==> src/rtl/pxie_rx_data_if.sv <==
// H2C AXI-Stream bundle: the DMA side is the master, pxie_rx_data is the slave.
// Pure wiring with no logic; tready is the only slave-driven signal.
interface pxie_rx_data_if;
  logic [63:0] tdata;
  logic        tvalid;
  logic        tlast;
  logic [7:0]  tkeep;
  logic        tready;

  modport master (output tdata, output tvalid, output tlast, output tkeep, input tready);
  modport slave  (input tdata, input tvalid, input tlast, input tkeep, output tready);
endinterface

==> src/rtl/pxie_rx_data.sv <==
// H2C stream to system RAM: each 64-bit beat becomes two 32-bit writes (low word, then high word).
// Low write lands 1 cycle after the handshake and high write 2 cycles after; tready drops while the high half is written.
module pxie_rx_data (
  input  logic                 h2c_clk,
  input  logic                 rst,
  input  logic [15:0]          h2c_addr,
  input  logic [15:0]          h2c_len,
  input  logic                 h2c_en,
  pxie_rx_data_if.slave        h2c,
  output logic                 sysRAM_we,
  output logic [15:0]          sysRAM_addr,
  output logic [31:0]          sysRAM_wdata,
  output logic                 h2c_busy,
  output logic                 h2c_done,
  output logic                 h2c_err_short,
  output logic                 h2c_err_long
);

  typedef enum logic [2:0] {IDLE, RECV, WR_HI, DRAIN, DONE} state_t;

  typedef struct packed {
    logic [31:0] dat;
    logic [3:0]  keep;
    logic        last;
  } hold_t;

  state_t      state, nxt_state;
  hold_t       hold;
  logic [15:0] cur_addr, word_cnt, len_r, cnt_after;
  logic        start, take_beat, lo_wr, hi_wr, set_short, set_long;

  always_ff @(posedge h2c_clk or posedge rst) begin
    if (rst) state <= IDLE;
    else     state <= nxt_state;
  end

  always_comb begin
    nxt_state  = state;
    h2c.tready = 1'b0;
    start      = 1'b0;
    take_beat  = 1'b0;
    lo_wr      = 1'b0;
    hi_wr      = 1'b0;
    set_short  = 1'b0;
    set_long   = 1'b0;
    cnt_after  = word_cnt;
    case (state)
      IDLE: begin
        if (h2c_en) begin
          start     = 1'b1;
          nxt_state = (h2c_len == 16'd0) ? DONE : RECV;
        end
      end
      RECV: begin
        h2c.tready = 1'b1;
        if (h2c.tvalid) begin
          take_beat = 1'b1;
          lo_wr     = (h2c.tkeep[3:0] == 4'hF) && (word_cnt < len_r);
          nxt_state = WR_HI;
        end
      end
      WR_HI: begin
        hi_wr     = (hold.keep == 4'hF) && (word_cnt < len_r);
        // Exit decision uses the count including this cycle's high-word write
        cnt_after = word_cnt + {15'd0, hi_wr};
        if (hold.last && (cnt_after < len_r)) begin
          set_short = 1'b1;
          nxt_state = DONE;
        end else if (hold.last) begin
          nxt_state = DONE;
        end else if (cnt_after == len_r) begin
          nxt_state = DRAIN;
        end else begin
          nxt_state = RECV;
        end
      end
      DRAIN: begin
        h2c.tready = 1'b1;
        if (h2c.tvalid) begin
          set_long = 1'b1;
          if (h2c.tlast) nxt_state = DONE;
        end
      end
      DONE:    nxt_state = IDLE;
      default: nxt_state = IDLE;
    endcase
  end

  assign h2c_busy = (state != IDLE);
  assign h2c_done = (state == DONE);

  always_ff @(posedge h2c_clk or posedge rst) begin
    if (rst) begin
      sysRAM_we     <= 1'b0;
      sysRAM_addr   <= 16'd0;
      sysRAM_wdata  <= 32'd0;
      h2c_err_short <= 1'b0;
      h2c_err_long  <= 1'b0;
      cur_addr      <= 16'd0;
      word_cnt      <= 16'd0;
      len_r         <= 16'd0;
      hold          <= '0;
    end else begin
      sysRAM_we <= 1'b0;
      if (start) begin
        cur_addr      <= h2c_addr;
        len_r         <= h2c_len;
        word_cnt      <= 16'd0;
        h2c_err_short <= 1'b0;
        h2c_err_long  <= 1'b0;
      end
      if (take_beat) hold <= {h2c.tdata[63:32], h2c.tkeep[7:4], h2c.tlast};
      // lo_wr and hi_wr live in different states, so at most one write per cycle
      if (lo_wr || hi_wr) begin
        sysRAM_we    <= 1'b1;
        sysRAM_addr  <= cur_addr;
        sysRAM_wdata <= lo_wr ? h2c.tdata[31:0] : hold.dat;
        cur_addr     <= cur_addr + 16'd1;
        word_cnt     <= word_cnt + 16'd1;
      end
      if (set_short) h2c_err_short <= 1'b1;
      if (set_long)  h2c_err_long  <= 1'b1;
    end
  end

endmodule

==> src/flat_wrapper.sv <==
// flat-port wrapper written by rule: the top's interface ports become plain ports
module pxie_rx_data_flat 
  (h2c_clk, rst, h2c_addr, h2c_len, h2c_en, sysRAM_we, sysRAM_addr, sysRAM_wdata, h2c_busy, h2c_done, h2c_err_short, h2c_err_long, h2c_tdata, h2c_tvalid, h2c_tlast, h2c_tkeep, h2c_tready);
  pxie_rx_data_if h2c_i ();
  input  logic h2c_clk;
  input  logic rst;
  input  logic [15:0] h2c_addr;
  input  logic [15:0] h2c_len;
  input  logic h2c_en;
  output logic sysRAM_we;
  output logic [15:0] sysRAM_addr;
  output logic [31:0] sysRAM_wdata;
  output logic h2c_busy;
  output logic h2c_done;
  output logic h2c_err_short;
  output logic h2c_err_long;
  input wire logic [$bits(h2c_i.tdata)-1:0] h2c_tdata;
  input wire logic [$bits(h2c_i.tvalid)-1:0] h2c_tvalid;
  input wire logic [$bits(h2c_i.tlast)-1:0] h2c_tlast;
  input wire logic [$bits(h2c_i.tkeep)-1:0] h2c_tkeep;
  output wire logic [$bits(h2c_i.tready)-1:0] h2c_tready;
  assign h2c_i.tdata = h2c_tdata;
  assign h2c_i.tvalid = h2c_tvalid;
  assign h2c_i.tlast = h2c_tlast;
  assign h2c_i.tkeep = h2c_tkeep;
  assign h2c_tready = h2c_i.tready;
  pxie_rx_data u_core (.h2c_clk(h2c_clk), .rst(rst), .h2c_addr(h2c_addr), .h2c_len(h2c_len), .h2c_en(h2c_en), .h2c(h2c_i), .sysRAM_we(sysRAM_we), .sysRAM_addr(sysRAM_addr), .sysRAM_wdata(sysRAM_wdata), .h2c_busy(h2c_busy), .h2c_done(h2c_done), .h2c_err_short(h2c_err_short), .h2c_err_long(h2c_err_long));
endmodule
==> config.mk <==
export PLATFORM = sky130hd
export DESIGN_NAME = pxie_rx_data_flat
export DESIGN_NICKNAME = d
export VERILOG_FILES = /design/src/rtl/pxie_rx_data_if.sv /design/src/rtl/pxie_rx_data.sv /design/src/flat_wrapper.sv
export SDC_FILE = /design/constraint.sdc
export NUM_CORES = 1
export LEC_CHECK = 0
export BUFFER_PORTS_ARGS = -buffer_cell sky130_fd_sc_hd__buf_2
export CORE_ASPECT_RATIO = 1.25
export CORE_UTILIZATION = 26
export DETAILED_ROUTE_END_ITERATION = 7
export PLACE_DENSITY_LB_ADDON = 0.25
export REMOVE_ABC_BUFFERS = 1
export SLEW_MARGIN = 40
export SYNTH_ARGS = -nofsm -noshare
export SYNTH_HDL_FRONTEND = slang
export SYNTH_SLANG_ARGS = --single-unit
export TNS_END_PERCENT = 100
==> constraint.sdc <==
create_clock -name h2c_clk -period 5.3 [get_ports h2c_clk]
set_input_delay 0.53 -clock h2c_clk [delete_from_list [all_inputs] [get_ports h2c_clk]]
set_output_delay 0.53 -clock h2c_clk [all_outputs]
set_load 0.005 [all_outputs]
# Word-level counts from Yosys, hierarchy flattened
# Cells that the tools add are included.
# word_totals
register_bits,139
in_bits,109
out_inout_bits,54
wordCells,69
# classes
addsub,3
n_lt_le_gt_ge,2
n_eq_ne,11
n_mux,29
n_reduce_logical,12
# op_table
cell,count
16-bit two-way mux,4
"16-bit by 1-bit adder with 16-bit output, second input constant",2
16-bit less-than comparator,2
32-bit two-way mux,1
3-bit two-way mux,7
16-bit by 1-bit adder with 16-bit output,1
16-bit == test,1
16-bit zero test,1
1-bit two-way mux,15
3-bit case mux with 4 select lines,1
"4-bit == test, second input constant",2
"2-bit != test, second input constant",4
"3-bit by 2-bit == test with 1-bit output, second input constant",2
2-bit nonzero test,3
4-bit AND reduction,1
"3-bit by 1-bit == test with 1-bit output, second input constant",1
"3-bit == test, second input constant",1
1-bit logical AND,3
3-bit zero test,1
3-bit nonzero test,1
2-bit two-way mux,1
2-bit OR reduction,1
1-bit logical OR,1

# Longest topological paths before layout
# Gate-level depths: netlist of the first run.
# logic_depth
word_depth,8
ltp_mapped,20
mapped_depth_nobuf,19

# Worst setup path before layout of the first run
# No wires, ideal clock.
# synth_path
path_kind,register to register
startpoint,register u_core.word_cnt[15]
endpoint,register u_core.h2c_err_short
setup_time_ns,0.127
t_arrival_ns,3.780
setup_slack_ns,1.393
path_stages_with_launch,19
cell_sequence,dfrtp_1 -> ha_1 -> and4_1 -> nand4_1 -> or4_1 -> and3_1 -> clkbuf_1 -> nor2b_1 -> ha_1 -> ha_1 -> nand4_1 -> inv_1 -> nand2_1 -> xnor2_1 -> ha_1 -> nand4_1 -> or3_1 -> o211ai_1 -> o21ai_0
# synth_via
elab_chain_cells,8
elab_cells_between_ends,9
# synth_lines
element,line_no,text
"start, declared",pxie_rx_data.sv:29,"logic [15:0] cur_addr, word_cnt, len_r, cnt_after;"
"start signal, assigned",pxie_rx_data.sv:119,word_cnt <= word_cnt + 16'd1;
16-bit less-than comparator,pxie_rx_data.sv:63,hi_wr = (hold.keep == 4'hF) && (word_cnt < len_r);
1-bit logical AND,pxie_rx_data.sv:63,
16-bit by 1-bit adder with 16-bit output *,pxie_rx_data.sv:65,"cnt_after = word_cnt + {15'd0, hi_wr};"
16-bit less-than comparator *,pxie_rx_data.sv:66,if (hold.last && (cnt_after < len_r)) begin
1-bit logical AND *,pxie_rx_data.sv:66,
1-bit two-way mux *,pxie_rx_data.sv:66,
1-bit two-way mux *,pxie_rx_data.sv:47,case (state)
1-bit two-way mux / 2-bit nonzero test (equally long branches),n/a,
"end signal, assigned",pxie_rx_data.sv:97,h2c_err_short <= 1'b0;
"end signal, assigned",pxie_rx_data.sv:109,h2c_err_short <= 1'b0;
"end signal, assigned",pxie_rx_data.sv:121,if (set_short) h2c_err_short <= 1'b1;
"end, declared",pxie_rx_data.sv:15,"output logic h2c_err_short,"
# Every way passes the cells marked *; elsewhere a longest branch is shown, timed or not.
# A chain may end at the register's enable or synchronous reset.

# Worst setup path after layout of the first run
# Ends and elaborated chain as after synthesis.

==> impl_metrics.toml, run 1 <==
[grt]
grt_max_degree = 94
first_global_vias = 6034
track_usage_pct = 14.7
grt_pass1_wl_um = 31600
antenna_found_initial = 0
grt_overflow = 0

[sta]
setup_viol = 0
drv_slew = 0
final.setup.tns_ps = 0
fmax_mhz = 240
tightest_slew_ps = 683
max_slew_margin_pct = 54.5
finalHoldViolations = 0
rsz0062_at_grt = "false"
min_period_ps = 4160
holdWs_ps = 212
setup_ws_ps = 1140
period_share_pct = 78.6
fin_skew_ps = 12.4

[job]
cap_violations = 0

[yosys]
synth_top_area_share_pct = 49.3
ys_seq_area_share_pct = 49.3
synth-main-ff-cell = "dfrtp_1"
ys_types = 54
synth_async_sr_flop_share_pct = 100
synth-seq-cells = 139
synth_cells = 709
synth.avg_cell_area_um2 = 9.94
syn_area_um2 = 7050
yosys_warnings = 0
synth-edff-count = 0
yosysTopAreaCell = "dfrtp_1"
synthTopCellsByArea = "dfrtp_1 (49%), mux2_2 (6.2%), ha_1 (6.2%)"

[floorplan]
initial_core_util_pct = 26.4
die_w_um = 149
pin_count = 163
core_um2 = 26700
fp.dieArea_um2 = 27800
die_h_um = 186
row_count = 67

[clock_tree]
cts_tree = "done"
cts_root_buf = "clkbuf_16"
post_cts_buffers = 0
clkTransAtPathRegs_ps = 60
cts_hold_buf = 0
cts_made_buffers = 17
clock_sinks = 139
cts-resized-gates = 0
insertion_delay_ps = 430
clock_path_buffers = 2
htree_levels = 4

[drt]
drtAntennaViolNets = 0
vias = 5733
drt-initial-drc-count = 161
drtPass1Iterations = 5
via_per_inst = 4.74
drc = 0
routedWlPerCell_um = 16.1
routed_wl_um = 19400

[power]
peakVddDrop_uv = 241
seqPwrFrac_pct = 41.7
internal_power_w = 0.00289
power_switching_share_pct = 33.8
power_density_nw_per_um2 = 499
p_clk_share_pct = 27.7
p_total_w = 0.00436
p_sw_w = 0.00147
combPwrFrac_pct = 30.6
p_leak_nw = 4.17

[layout]
syn2layout_area_growth_pct = 23.9
nFillCells = 2750
stdcell_area_um2 = 8730
drive_above_1_share_pct = 28.7
antennaDiodeCount = 0
nets = 997

[placed_design]
io_buffers = 162
placed_area_um2 = 8150
dp_slack_ps = 1150
place_hpwl_um = 13100
gp_congestion = 0.759

[critical_path]
path_class = "reg -> reg"
required_ps = 5600
slowest_delay_ps = 600
cpMaxStageDelayCell = "or4_1"
cpMostUsedCell = "ha_1"
crit_path_start_kind = "flip-flop"
cp_max_fo = 5
endpoint_kind = "flip-flop"
arrival_ps = 4460
cp_cell_sequence = "ha_1, and4_1, nand4_1, or4_1, and3_1, nor2b_1, ha_1, nand3_1, nor2_1, nand3_1, nor3_1, xor2_1, ha_1, nand4_1, or3_1, o211ai_1, o21ai_0"

[run_status]
outcome = "finished clean"

[worst_hold_path]
hp-class = "in -> async"
-- cell usage in the layout (no fill, tap or decap), types with 3 or more instances in the layout --
cell type / count
nand2b_1: 3
a21o_1: 6
nand2_1: 103
nand4_1: 16
a21oi_1: 45
xnor2_1: 6
nor2_1: 50
and3_1: 9
nor4_1: 6
buf_4: 8
mux2i_1: 18
o22ai_1: 34
nand3_1: 22
dfrtp_1: 139
clkbuf_8: 3
clkbuf_16: 17
clkinvlp_4: 3
nor3_1: 21
and4_1: 4
inv_1: 23
o21ai_0: 28
ha_1: 35
clkinv_4: 3
or3_1: 5
mux2_2: 39
a221o_1: 4
xor2_1: 8
nor2b_1: 4
buf_2: 162
or4_1: 3
-- per-layer routing --
layer	part of all wire [%]	track usage, %	vias up
met2	50	25.4	116
met4	1.2	4.41	0
li1	-	-	2807
met3	5.6	4.58	14
met1	43	17.4	2796
met5	0	0	-
-- through the flow --
| stage | util (%) | instances |
|---|---|---|
| floorplan | - | 664 |
| global placement | 30.4 | 1179 |
| detailed placement | 30.5 | 1179 |
| CTS | 32.7 | 1209 |
| global route | 32.7 | 1209 |
| finish | 32.7 | 1209 |
-- path summary, 6_finish.rpt --
| kind | start | to | cells after the start | slack (ps) |
|---|---|---|---|---|
| worst max-delay path | u_core.word_cnt[15] | u_core.h2c_err_short | 17 | 1140 |
| worst min-delay path | rst | u_core.sysRAM_wdata[27] | 2 | 210 |
| worst max register to register | u_core.word_cnt[15] | u_core.h2c_err_short | 17 | 1140 |
| worst min register to register | u_core.sysRAM_addr[2] | u_core.sysRAM_addr[2] | 2 | 470 |
| max in group asynchronous | rst | u_core.cur_addr[8] | 3 | 4000 |
| min in group h2c_clk | h2c_addr[9] | u_core.cur_addr[9] | 3 | 320 |
-- sequential cells by signal, indices dropped and copies added, names as in the netlist --
signal                flops
u_core.cur_addr          16
u_core.h2c_err_long       1
u_core.h2c_err_short      1
u_core.hold              37
u_core.len_r             16
u_core.state              3
u_core.sysRAM_addr       16
u_core.sysRAM_wdata      32
u_core.sysRAM_we          1
u_core.word_cnt          16
-- synth_stat cells, types with 7 or more instances --
cell type	instances
dfrtp_1	139
nand2_1	103
nor2_1	50
a21oi_1	45
mux2_2	39
ha_1	35
o22ai_1	34
clkbuf_1	32
o21ai_0	28
inv_1	24
nand3_1	22
nor3_1	21
mux2i_1	18
nand4_1	16
and3_1	9
xor2_1	8
buf_4	7
-- cell families after synthesis --
family	synth area share, %
muxes	8.78
adders and majority gates	6.21
DFF	49.3
buffers and inverters	4.65
and+or+nand+nor	16.9
AOI/OAI and AO/OA	12.4
xor gates and xnor gates	1.74
-- critical path: cells and delay by family, from the launching register on --
kind / cells / cell delay, ps
flip-flops: 1 / 410
AO/OA/AOI/OAI: 2 / 280
adder cells (fa/ha/maj): 3 / 850
XOR/XNOR: 1 / 150
AND/OR/NAND/NOR: 11 / 2350
-- final cells by class --
type,count,area (µm²),share of cell area (%)
Clock buffer,20,467,5.34
Clock inverter,10,119,1.36
Inverter,25,106,1.22
Multi-Input combinational cell,500,3260,37.3
Sequential cell,139,3480,39.8
Tap cell,345,432,4.94
Timing Repair Buffer,170,871,9.97
-- power by group through the flow --
stage                     logic (W)  clock network (W)  registers (W)
after CTS                   0.00136            0.00125        0.00182
final                       0.00133            0.00121        0.00182
after floorplan            0.000853                  0        0.00179
after global routing        0.00154            0.00129        0.00189
after global placement      0.00134                  0        0.00183
after detailed placement    0.00136                  0        0.00183
(Power assumes the default switching activity.)
==> run 2, diff against run 1 <==
clock period = 3.4 ns   (was 5.3 ns; I/O delays follow)
==> impl_metrics.toml, run 2 (synthesis results as in run 1) <==
[power]
p_total_w = 0.00689
power_switching_share_pct = 34.8
p_leak_nw = 4.42
p_sw_w = 0.00240
p_clk_share_pct = 25.4
internal_power_w = 0.00449
peakVddDrop_uv = 347
combPwrFrac_pct = 33.6
seqPwrFrac_pct = 41.1
power_density_nw_per_um2 = 746

[layout]
largest_reg_flops = 37
antennaDiodeCount = 0
nets = 1047
layout_common_cells = "buf_2 (162), dfrtp_1 (139), nand2_1 (103)"
syn2layout_area_growth_pct = 30.9
reg_top3 = "u_core.hold x37, u_core.sysRAM_wdata x32"
regMostFlops = "u_core.hold"
final_common_cell = "buf_2"
final_util_pct = 34.5
stdcell_area_um2 = 9230
drive_above_1_share_pct = 34.5

[floorplan]
core_um2 = 26700
fp.dieArea_um2 = 27800
row_count = 67
die_h_um = 186
die_w_um = 149
initial_core_util_pct = 26.4
pin_count = 163

[drt]
via_per_inst = 4.73
drtPass1Iterations = 5
vias = 5968
drtAntennaViolNets = 0
drc = 0
routedWlPerCell_um = 16.1
drt-initial-drc-count = 232
routed_wl_um = 20300

[critical_path]
endpoint_kind = "flip-flop"
slowest_delay_ps = 450
required_ps = 3710
cp_cell_sequence = "ha_4, and4_4, nand4_1, or4_1, and3_4, nor2b_4, ha_4, nand3_1, nor2_2, buf_4, buf_4, xor2_1, ha_1, nand4_1, or3_4, o211ai_1, o21ai_1"
crit_path_start_kind = "flip-flop"
r2r.worst_path.cells = 17
crit_buf_inv = 2
path_class = "reg -> reg"
crit_family = "simple AND/OR/NAND/NOR gates"
cp.depth = 17
cp_max_fo = 3
arrival_ps = 4120
cpMaxStageDelayCell = "or4_1"

[placed_design]
io_buffers = 162
gp_congestion = 0.804
placed_area_um2 = 8480
place_hpwl_um = 13800

[clock_tree]
cts_made_buffers = 17
clock_path_buffers = 2
cts_tree = "done"
clkTransAtPathRegs_ps = 60
insertion_delay_ps = 430
cts_root_buf = "clkbuf_16"
clock_sinks = 139
htree_levels = 4

[sta]
fmax_mhz = 262
setup_ws_ps = -414
tightest_slew_ps = 555
rsz0062_at_grt = "true"
drv_slew = 0
fin_skew_ps = 11.4
setup_viol = 2
holdWs_ps = 123
final.setup.tns_ps = -718
max_slew_margin_pct = 63.0
min_period_ps = 3810
period_share_pct = 112
finalHoldViolations = 0

[worst_hold_path]
min_path_cells = 3
hp-class = "in -> reg"

[grt]
track_usage_pct = 15.3
grt_overflow = 0
antenna_found_initial = 0
grt_pass1_wl_um = 32600
first_global_vias = 6119
grt_max_degree = 64

[job]
cap_violations = 0

[run_status]
outcome = "finished, violations left"
violations = "setup timing"
-- run 2: cell types whose count changed in the layout (fill, tap and decap cells not counted), moves of 2 or more --
cell and change:
buf_4 +46, ha_1 -6, ha_4 +6, nor2_1 -4
nor2_2 +4, buf_12 +3, bufinv_16 -2, clkbuf_1 +2
clkbuf_8 -2, inv_6 +2, o21ai_0 -2
-- run 2: timing repair --
action / CTS / global route
hold endpoints to repair: 47 / 0
endpoints found under the setup margin: 2 / 2
gates resized for setup: 20 / 6
hold buffers: 1 / 0
pin swaps: 16 / 9
buffers inserted: 5 / 4
cloned: 0 / 0
-- run 2: worst register-to-register path, delay by kind of cell, from the launching register on --
family | cells | cell delay, ps
AO/OA/AOI/OAI | 2 | 300
buffers and inverters | 2 | 250
AND/OR/NAND/NOR | 9 | 1830
XOR/XNOR | 1 | 140
adder cells (fa/ha/maj) | 3 | 760
flip-flops | 1 | 410
-- run 2: worst paths after layout --
kind	from	slack [ps]	to
setup / recovery	u_core.word_cnt[12]	-410	u_core.h2c_err_short
hold / removal	h2c_addr[9]	120	u_core.cur_addr[9]
setup reg to reg	u_core.word_cnt[12]	-410	u_core.h2c_err_short
hold reg to reg	u_core.sysRAM_addr[1]	470	u_core.sysRAM_addr[1]
max in group asynchronous	rst	2160	u_core.cur_addr[5]
min in group asynchronous	rst	480	u_core.sysRAM_wdata[15]
-- run 2: power groups by stage --
stage               clock network [W]  logic [W]  registers (W)
finish                        0.00175    0.00231        0.00283
global route                  0.00189    0.00264        0.00294
CTS                           0.00182    0.00233        0.00283
detailed placement                  0    0.00229        0.00285
global placement                    0    0.00225        0.00284
floorplan                           0    0.00133        0.00278
-- run 2: layout make-up --
cell class	instances	area (µm²)
Inverter	25	101
Tap cell	345	432
Sequential cell	139	3480
Timing Repair Buffer	220	1290
Clock inverter	12	92.6
Multi-Input combinational cell	500	3390
Clock buffer	20	447
Fill cell	2767	17500
-- run 2: metal layers --
metal	track usage, %	vias to the layer above	wire length, µm
li1	-	2914	-
met1	18.2	2893	8600
met2	26.6	143	10300
met3	4.46	18	1150
met4	4.61	0	261
met5	0	-	0
-- run 2: stage by stage --
step / setup slack (ps) / cells
6_report: -414 / 1261
5_1_grt: -587 / 1261
4_1_cts: -335 / 1257
3_5_place_dp: -662 / 1219
3_3_place_gp: -486 / 1219
2_1_floorplan: -4810 / 664
==> run 3, diff against run 2 <==
CELL_PAD_IN_SITES_DETAIL_PLACEMENT = 0   (was unset)
CELL_PAD_IN_SITES_GLOBAL_PLACEMENT = 1   (was unset)
GPL_TIMING_DRIVEN = 0   (was unset)
==> impl_metrics.toml, run 3 (synthesis results as in run 1) <==
[critical_path]
required_ps = 3700
timing.rr.start = "u_core.word_cnt[13]"
r2r.worst_path.cells = 16
crit_path_start_kind = "flip-flop"
r2r_end = "u_core.h2c_err_short"
endpoint_kind = "flip-flop"
arrival_ps = 4110
cp_max_fo = 3
path_class = "reg -> reg"
worst-r2r-setup-slack_ps = -410

[sta]
holdWs_ps = 125
finalHoldViolations = 0
setup_viol = 9
min_period_ps = 3810
max_slew_margin_pct = 49.7
fin_skew_ps = 10.7
setup_ws_ps = -409
drv_slew = 0
fmax_mhz = 263
rsz0062_at_grt = "true"
period_share_pct = 112
tightest_slew_ps = 752

[placed_design]
io_buffers = 162
dp.cells = 1182
gp_congestion = 0.727
place_hpwl_um = 13700

[grt]
first_global_vias = 6121
track_usage_pct = 15.3
grt_overflow = 0
grt_max_degree = 80
grt_pass1_wl_um = 32400
antenna_found_initial = 2

[worst_hold_path]
min-delay-start = "h2c_addr[9]"
hold_path_end = "u_core.cur_addr[9]"
min_path_cells = 3
hp-class = "in -> reg"

[power]
p_leak_nw = 4.37
p_sw_w = 0.00239
p_clk_share_pct = 28.0
seqPwrFrac_pct = 40.1
power_density_nw_per_um2 = 763
internal_power_w = 0.00468
peakVddDrop_uv = 371
combPwrFrac_pct = 31.9
power_switching_share_pct = 33.8

[layout]
reg_top3 = "u_core.hold x37, u_core.sysRAM_wdata x32"
drive_above_1_share_pct = 34.6
largest_reg_flops = 37
regMostFlops = "u_core.hold"
multiInputGateArea_um2 = 3450
nets = 1021
layout_common_cells = "buf_2 (162), dfrtp_1 (132), nand2_1 (101)"
final_common_cell = "buf_2"
syn2layout_area_growth_pct = 31.4
antennaDiodeCount = 0
instances_no_fill = 1235
nFillCells = 2726
regArea_um2 = 3490

[floorplan]
die_w_um = 149
pin_count = 163
die_h_um = 186
fp.dieArea_um2 = 27800
core_um2 = 26700
initial_core_util_pct = 26.4
row_count = 67

[clock_tree]
clock_path_buffers = 2
clkTransAtPathRegs_ps = 70
cts_made_buffers = 17
insertion_delay_ps = 430
htree_levels = 4
clock_sinks = 139
cts_tree = "done"
cts_root_buf = "clkbuf_16"

[drt]
drc = 0
drtAntennaViolNets = 0
drt-initial-drc-count = 177
vias = 5825
via_per_inst = 4.72
routedWlPerCell_um = 16.3
drtPass1Iterations = 4
routed_wl_um = 20200

[run_status]
outcome = "finished, violations left"
violations = "setup timing"

[job]
cap_violations = 0
-- run 3: worst max-delay path by stage --
| stage | from | endpoint | slack [ps] | cells after the start |
|---|---|---|---|---|
| after floorplan | u_core.state[1] | u_core.cur_addr[0] | -4810 | 7 |
| after global placement | h2c_tvalid | u_core.cur_addr[0] | -10590 | 8 |
| after detailed placement | u_core.word_cnt[9] | u_core.h2c_err_short | -1210 | 17 |
| after CTS | u_core.word_cnt[14] | u_core.h2c_err_short | -450 | 16 |
| after global routing | u_core.len_r[9] | u_core.h2c_err_short | -600 | 18 |
| final | u_core.word_cnt[13] | u_core.h2c_err_short | -410 | 16 |
-- run 3: final cells by class --
cell class              count  share of cell area [%]
repair buffers            194                    12.4
clock inverters            13                    1.81
flip-flops and latches    139                    37.6
well taps                 345                    4.66
multi-input cells         500                    37.3
inverters                  25                    1.38
clock buffers              19                    4.89
-- run 3: power groups by stage --
| stage | Sequential [W] | Clock (W) | Combinational [W] |
|---|---|---|---|
| floorplan | 0.00278 | 0 | 0.00133 |
| finish | 0.00284 | 0.00198 | 0.00225 |
| CTS | 0.00284 | 0.00204 | 0.00224 |
| global route | 0.00294 | 0.00209 | 0.00258 |
| detailed placement | 0.00285 | 0 | 0.00218 |
| global placement | 0.00284 | 0 | 0.00212 |
-- run 3: stage by stage --
step           area (µm²)  total power [W]  utilization, %  TNS (ps)  setup WS [ps]
5_1_grt              9270          0.00761            34.7     -8230           -605
3_3_place_gp         8060          0.00496            30.1  -1393620         -10590
4_1_cts              9170          0.00713            34.3     -3330           -452
2_1_floorplan        6820          0.00411               -   -508990          -4810
6_report             9270          0.00707            34.7     -1070           -409
3_5_place_dp         8280          0.00504            30.9    -26010          -1210
-- run 3: what timing repair did --
action / CTS / global route
endpoints found under the hold margin: 38 / 0
pin swaps: 18 / 13
gates resized for setup: 40 / 11
buffers inserted: 14 / 6
hold buffers: 1 / 0
endpoints found under the setup margin: 76 / 78
-- run 3: critical path: stages (launching register included) --
cell and delay, ps:
dfrtp_1 390, ha_1 300, and4_4 230, nand4_1 140, or4_4 460, and3_4 180, nor2b_4 130, ha_4 180
ha_4 160, nand4_1 190, nor2_1 90, xnor2_1 140, ha_1 290, nand4_1 160, or3_4 380, o211ai_1 190
o21ai_1 80
-- run 3: metal layers --
metal | global-route usage, % | share of wire (%)
met1 | 17.2 | 42
met2 | 26.8 | 50
met3 | 5.29 | 6.6
met4 | 4.69 | 1.3
met5 | 0 | 0.079
